File: config.mk
export PLATFORM = sky130hd
export DESIGN_NAME = magma_decoder
export DESIGN_NICKNAME = d
export VERILOG_FILES = /design/src/rtl/magma_decoder.sv
export SDC_FILE = /design/constraint.sdc
export NUM_CORES = 1
export LEC_CHECK = 0
export ABC_AREA = 0
export BUFFER_PORTS_ARGS = -buffer_cell sky130_fd_sc_hd__clkbuf_2
export CAP_MARGIN = 20
export CORE_ASPECT_RATIO = 1.1
export CORE_MARGIN = 2
export CORE_UTILIZATION = 40
export DETAILED_ROUTE_END_ITERATION = 8
export GPL_TIMING_DRIVEN = 0
export SETUP_SLACK_MARGIN = 0.05
export SYNTH_ARGS = -nofsm -noshare
export SYNTH_HDL_FRONTEND = slang
export SYNTH_SLANG_ARGS = --single-unit
File: constraint.sdc
create_clock -name clk -period 7.05 [get_ports clk]
set_clock_uncertainty 0.15 [all_clocks]
set_input_delay 1.7625 -clock clk [delete_from_list [all_inputs] [get_ports clk]]
set_output_delay 1.7625 -clock clk [all_outputs]
set_load 0.005 [all_outputs]
File: src/rtl/magma_decoder.sv
// Iterative GOST R 34.12-2015 Magma block decryptor, one Feistel round per clock.
// A block is accepted in IDLE, decrypted over 32 RUN cycles, and held in DONE until consumed.
module magma_decoder (
    input  logic         clk,
    input  logic         rst_n,
    input  logic         in_valid,
    output logic         in_ready,
    input  logic [63:0]  block,
    input  logic [255:0] key,
    output logic [63:0]  decoded,
    output logic         out_valid,
    input  logic         out_ready
);

    typedef enum logic [1:0] {IDLE, RUN, DONE} state_t;

    // Each 64-bit constant packs one 4-bit pi-box; entry j sits at bits [4j+3:4j].
    localparam logic [7:0][63:0] PI = {
        64'h2BC96AF43850DE71,
        64'h73AD0B4FC19652E8,
        64'h0E34187BAC296FD5,
        64'hC24BE390D618A5F7,
        64'hB9E35A076F4D128C,
        64'h069C471EDAF2853B,
        64'hF0DB74E1C5A93286,
        64'h1F307D8E9B5A264C
    };

    state_t       state;
    state_t       state_nxt;
    logic [31:0]  a1;
    logic [31:0]  a0;
    logic [255:0] key_q;
    logic [4:0]   r;
    logic [2:0]   kidx;
    logic [31:0]  rkey;
    logic [31:0]  sum;
    logic [31:0]  sub;
    logic [31:0]  gval;
    logic [31:0]  fval;

    // kidx 0 selects K1 (key[255:224]); rounds 8..31 walk the schedule backwards.
    always_comb begin
        kidx = 3'd0;
        if (r < 5'd8) begin
            kidx = r[2:0];
        end else begin
            kidx = 3'd7 - r[2:0];
        end
        rkey = key_q[(7 - kidx) * 32 +: 32];
        sum  = a0 + rkey;
        sub  = '0;
        for (int n = 0; n < 8; n++) begin
            sub[4*n +: 4] = PI[n][4*sum[4*n +: 4] +: 4];
        end
        gval = {sub[20:0], sub[31:21]};
        fval = gval ^ a1;
    end

    always_ff @(posedge clk) begin
        if (!rst_n) begin
            state   <= IDLE;
            a1      <= '0;
            a0      <= '0;
            key_q   <= '0;
            r       <= '0;
            decoded <= '0;
        end else begin
            state <= state_nxt;
            case (state)
                IDLE: begin
                    if (in_valid) begin
                        a1    <= block[63:32];
                        a0    <= block[31:0];
                        key_q <= key;
                        r     <= '0;
                    end
                end
                RUN: begin
                    // The final round skips the swap and writes the result directly.
                    if (r == 5'd31) begin
                        decoded <= {fval, a0};
                        r       <= '0;
                    end else begin
                        a1 <= a0;
                        a0 <= fval;
                        r  <= r + 5'd1;
                    end
                end
                default: begin
                end
            endcase
        end
    end

    always_comb begin
        state_nxt = state;
        in_ready  = 1'b0;
        out_valid = 1'b0;
        case (state)
            IDLE: begin
                in_ready = 1'b1;
                if (in_valid) begin
                    state_nxt = RUN;
                end
            end
            RUN: begin
                if (r == 5'd31) begin
                    state_nxt = DONE;
                end
            end
            DONE: begin
                out_valid = 1'b1;
                if (out_ready) begin
                    state_nxt = IDLE;
                end
            end
            default: begin
                state_nxt = IDLE;
            end
        endcase
    end

endmodule

==> After elaboration in Yosys (flattened, before gate mapping) <==
Index checks and enable logic that the tools add are counted.
{ "classes": {"addsub": 4, "n_mul": 0, "div_mod_pow": 0, "order_cmp": 1, "eq_ne": 7, "shift": 9, "mux": 16, "n_bitwise": 1, "n_reduce_logical": 7} }
{ "op_table": {"columns": ["operator", "count"], "rows": [
  ["$shiftx A64 B7 Y4 const A", 8],
  ["$shiftx A256 B33 Y32", 1],
  ["$mux W32", 4],
  ["$pmux W32 S2", 2],
  ["$add A32 B32 Y32", 1],
  ["$xor A32 B32 Y32", 1],
  ["$mux W5", 2],
  ["$pmux W5 S2", 1],
  ["$ne A2 B2 Y1 const B", 4],
  ["$mux W2", 3],
  ["$pmux W2 S3", 1],
  ["$reduce_and A2 Y1", 3],
  ["$reduce_and A3 Y1", 2],
  ["$add A5 B1 Y5 const B", 1],
  ["$eq A5 B5 Y1 const B", 1],
  ["$lt A5 B4 Y1 const B", 1],
  ["$sub A3 B3 Y4 const A", 1],
  ["$mux W3", 1],
  ["$sub A3 B3 Y3 const A", 1],
  ["$eq A2 B1 Y1 const B", 1],
  ["$eq A2 B2 Y1 const B", 1],
  ["$logic_not A2 Y1", 1],
  ["$mux W1", 2],
  ["$reduce_bool A2 Y1", 1]
]} }
{ "totals": {"register_bits": 391, "latchBits": 0, "mem_bits_rw": 0, "rom_bits": 0, "wordCells": 51, "mem_count": 0} }

==> Depth between registers and ports, before layout <==
{ "logic_depth": {"ltp_word": 9, "ltp_mapped": 24} }

==> Least setup slack after synthesis <==
OpenSTA, ideal clock, no wires.
{ "synth_path": {"kind": "reg2reg", "from": "register r[0]", "to": "register a0[7]", "arrival_time_ns": 5.700, "slack_ns": 1.131, "path_stages_with_launch": 22, "n_path_buf": 2, "path_cell_list": "dfxtp_1 buf_2 xnor2_2 buf_1 mux4_2 mux2_2 ha_1 fa_1 a211oi_2 o211ai_2 a21oi_4 a21o_1 a21oi_1 nor3_1 nor2_1 ha_1 or4_1 mux2i_1 o31ai_1 o311a_1 a211o_1 o21ai_1"} }
{ "synth_between": {"elab_chain_len": 9} }
{ "synth_lines": {"columns": ["element", "line_no", "text"], "rows": [
  ["start: declaration", "34", "logic [4:0] r;"],
  ["start signal: assignment", "87", "r <= r + 5'd1;"],
  ["$lt A5 B4 Y1 or $sub A3 B3 Y3 (tied branches)", "45, 48", null],
  ["$mux W3", "45", "if (r < 5'd8) begin"],
  ["$sub A3 B3 Y4", "50", "rkey = key_q[(7 - kidx) * 32 +: 32];"],
  ["$shiftx A256 B33 Y32", "50", null],
  ["$add A32 B32 Y32", "51", "sum = a0 + rkey;"],
  ["$shiftx A64 B7 Y4", "54", "sub[4*n +: 4] = PI[n][4*sum[4*n +: 4] +: 4];"],
  ["$xor A32 B32 Y32", "57", "fval = gval ^ a1;"],
  ["$mux W32", "81", "if (r == 5'd31) begin"],
  ["$pmux W32 S2", "70", "case (state)"],
  ["end signal: assignment", "74", "a0 <= block[31:0];"],
  ["end signal: assignment", "86", "a0 <= fval;"],
  ["end: declaration", "32", "logic [31:0] a0;"]
]} }
Parallel ways exist; a longest one is shown, timed or not. The select of a mux whose other input is x is not followed.
A chain may end at the register's enable or synchronous reset.

==> Worst setup path in the final report <==
{ "layout_path": {"from": "register r[1]", "to": "register a0[2]"} }
The elaborated chain is that of the path after synthesis.

==> flow_summary.toml <==
[synthesis]
synthSimpleGateAreaFrac = 0.198
synth_fp_nets = 2836
synthCells = 2435
synth-xor-area-share = 0.0247
synth_edf_count = 0
ys.flop_type = "dfxtp_1"
syn_area_um2 = 20000
synth_compound_area_frac = 0.182
yosys.area_share.adder = 0.0489
ys_ff_latch = 391
ys_warn_count = 0
ys_seq_area_frac = 0.391
synth.distinct_cells = 85
avgSynthCellArea_um2 = 8.23
synthMuxAreaShare = 0.114
synth-async-reset-ratio = 0
synth_top_family_by_area = "simple AND/OR/NAND/NOR gates"

[sta]
timing.final.crit_period_ns = 6.74
grt_setup_unrepaired = "false"
fmax_mhz = 148
drv_slew = 0
relSlewSlack = 0.226
hold_violations = 0
post-route-period-util = 0.957
tightest_slew_ns = 1.16
setup_viol = 0
tns_ns = 0

[power]
power.density_nw_per_um2 = 267
ir_drop_uv = 174
power_frac_comb = 0.255
p_int_mw = 4.34
power_mw = 6.49
power_frac_seq = 0.385
p_switching_mw = 2.15
swShare = 0.331
leakage_nw = 9.95
clkPwrFrac = 0.360

[final_layout]
final_common_cell = "nand2_1"
drive_above_1_share = 0.215
final_cell_area_um2 = 24300
fin_nets = 3272
layout_common_cells = "714 x nand2_1, 394 x clkbuf_2, 391 x dfxtp_1, 378 x a21oi_1, 151 x clkbuf_1"
area_growth_pct = 21.4
finalCoreUtilization = 0.488

[grt]
grt_pass1_wl_mm = 113
grt_pass1_vias = 19014
antenna_found_initial = 2
grt_max_degree = 15
track_usage = 0.291
grt_remaining_overflow = 0

[run_status]
status = "finished, final reports clean"

[route]
detail_route.vias_per_cell = 5.50
ant_nets = 0
avgRoutedWirePerCell_um = 21.8
via_count = 19593
dr.pass1.iters = 5
drt-total-wl_mm = 77.8
drc_errors = 0
drt_iter0_markers = 1363

[clock_tree]
cts.sinks = 391
tritoncts = "built"
numCtsBuffers = 43
htree_levels = 2
root_buffer = "clkbuf_16"
cts_hold_buffers = 0
clock_path_buffers = 3
clk_pin_slew_ns = 0.06
clk_latency_ns = 0.58

[floorplan]
die_y_um = 239
rows = 86
die-area_um2 = 51900
initial_core_util = 0.402
io_pins = 390
core-area_um2 = 49800
dieWidth_um = 217

[worst_setup_path]
arrival_ns = 7.04
cp_max_fo = 10
cp.required_ns = 7.34
critical_path_class = "reg2reg"
endpoint_kind = "flip-flop"
start_kind = "flip-flop"

[place]
place_congestion = 0.963
dpl_cell_area_um2 = 22800
io_buffers = 388
dp_hpwl_mm = 63.1

[min_path]
hold_class = "reg2reg"

[run]
cap_viol_max_count = 0
cell families (layout without fill, tap and decap cells):
kind of cell               count (synthesis)  count (layout)
adders and majority gates                 78              78
muxes                                    137             137
xor gates and xnor gates                  54              54
buffers and inverters                    217             682
DFF                                      391             391
and+or+nand+nor                          958             958
other                                      0               1
AOI/OAI and AO/OA                        600             600
sequential cells by signal (all words and copies together) (netlist names):
signal	count
r	5
state	2
decoded	64
key_q	256
a0	32
a1	32
per-stage QoR:
stage          cells  setup WS [ns]  hold WS [ns]
4_1_cts         3557         0.0863         0.304
3_5_place_dp    3483         -0.306         0.295
6_report        3561          0.305         0.303
5_1_grt         3560          0.113         0.319
2_1_floorplan   2435           1.13         0.283
3_3_place_gp    3483         -0.186         0.289
power by group through the flow:
stage | sequential, mW | combinational [mW] | clock (mW)
2_1_floorplan | 2.46 | 1.10 | 0
5_1_grt | 2.51 | 1.79 | 2.45
4_1_cts | 2.49 | 1.63 | 2.37
6_report | 2.50 | 1.65 | 2.34
3_5_place_dp | 2.54 | 1.62 | 0
3_3_place_gp | 2.54 | 1.58 | 0
cell usage after synthesis (9+ instances only):
library cell  number  area (µm²)
nor2_1            98         368
and2_1            11        68.8
mux4_2            70        1580
nand3_1           38         190
a21o_1            14         105
nor3_1            28         140
a311oi_1          33         289
buf_2              9        45.0
a21oi_1          378        1890
inv_1             35         131
xnor2_1           27         236
o21ai_0           54         270
dfxtp_1          391        7830
mux2i_1           31         310
xor2_1            24         210
o211ai_1          12        90.1
ha_1              76         951
buf_1             20        75.1
mux2_2            36         405
a211oi_1          13        97.6
clkbuf_1         148         556
nand2_1          714        2680
per-layer routing:
| layer | part of all wire | wire [µm] | GRT usage | vias up |
|---|---|---|---|---|
| met2 | 0.50 | 38600 | 0.519 | 784 |
| met4 | 0.032 | 2460 | 0.0949 | 4 |
| met3 | 0.072 | 5560 | 0.0464 | 130 |
| met5 | 0.00036 | 28 | 0 | - |
| met1 | 0.40 | 31100 | 0.356 | 9339 |
| li1 | - | - | - | 9336 |
worst max-delay path: stages (launching register included):
cell      delay [ns]
dfxtp_1         0.31
clkbuf_1        0.26
xnor2_4         0.48
clkbuf_1        0.68
mux4_2          0.44
mux2_2          0.31
ha_1            0.27
buf_2           0.16
and4_1          0.20
a21oi_1         0.17
o21ai_0         0.34
o21ai_1         0.42
nand2_1         0.11
o311ai_1        0.70
inv_1           0.19
ha_1            0.35
nor2b_1         0.14
a31oi_1         0.05
mux2i_1         0.34
xor2_1          0.34
o32ai_1         0.15
area by class of cell:
cell class	instances	area [µm²]
Inverter	37	139
Antenna cell	1	2.50
Fill cell	4910	25500
Sequential cell	391	7830
Buffer	180	713
Clock inverter	18	231
Tap cell	660	826
Timing Repair Buffer	391	1970
Clock buffer	56	1220
Multi-Input combinational cell	1827	11400
final timing paths:
path	start	to	slack, ns	cells after the start
worst max-delay path	r[1]	a0[2]	0.31	20
worst min-delay path	decoded[0]	decoded[0]	0.30	2
worst max register to register	r[1]	a0[2]	0.31	20
worst min register to register	decoded[0]	decoded[0]	0.30	2
timing repair:
item | in CTS | in global routing
buffers inserted | 0 | 2
gates resized for setup | 7 | 18
endpoints found under the setup margin | 10 | 10
pin swaps | 0 | 1
No activity file was read; power rests on OpenSTA's default activity.
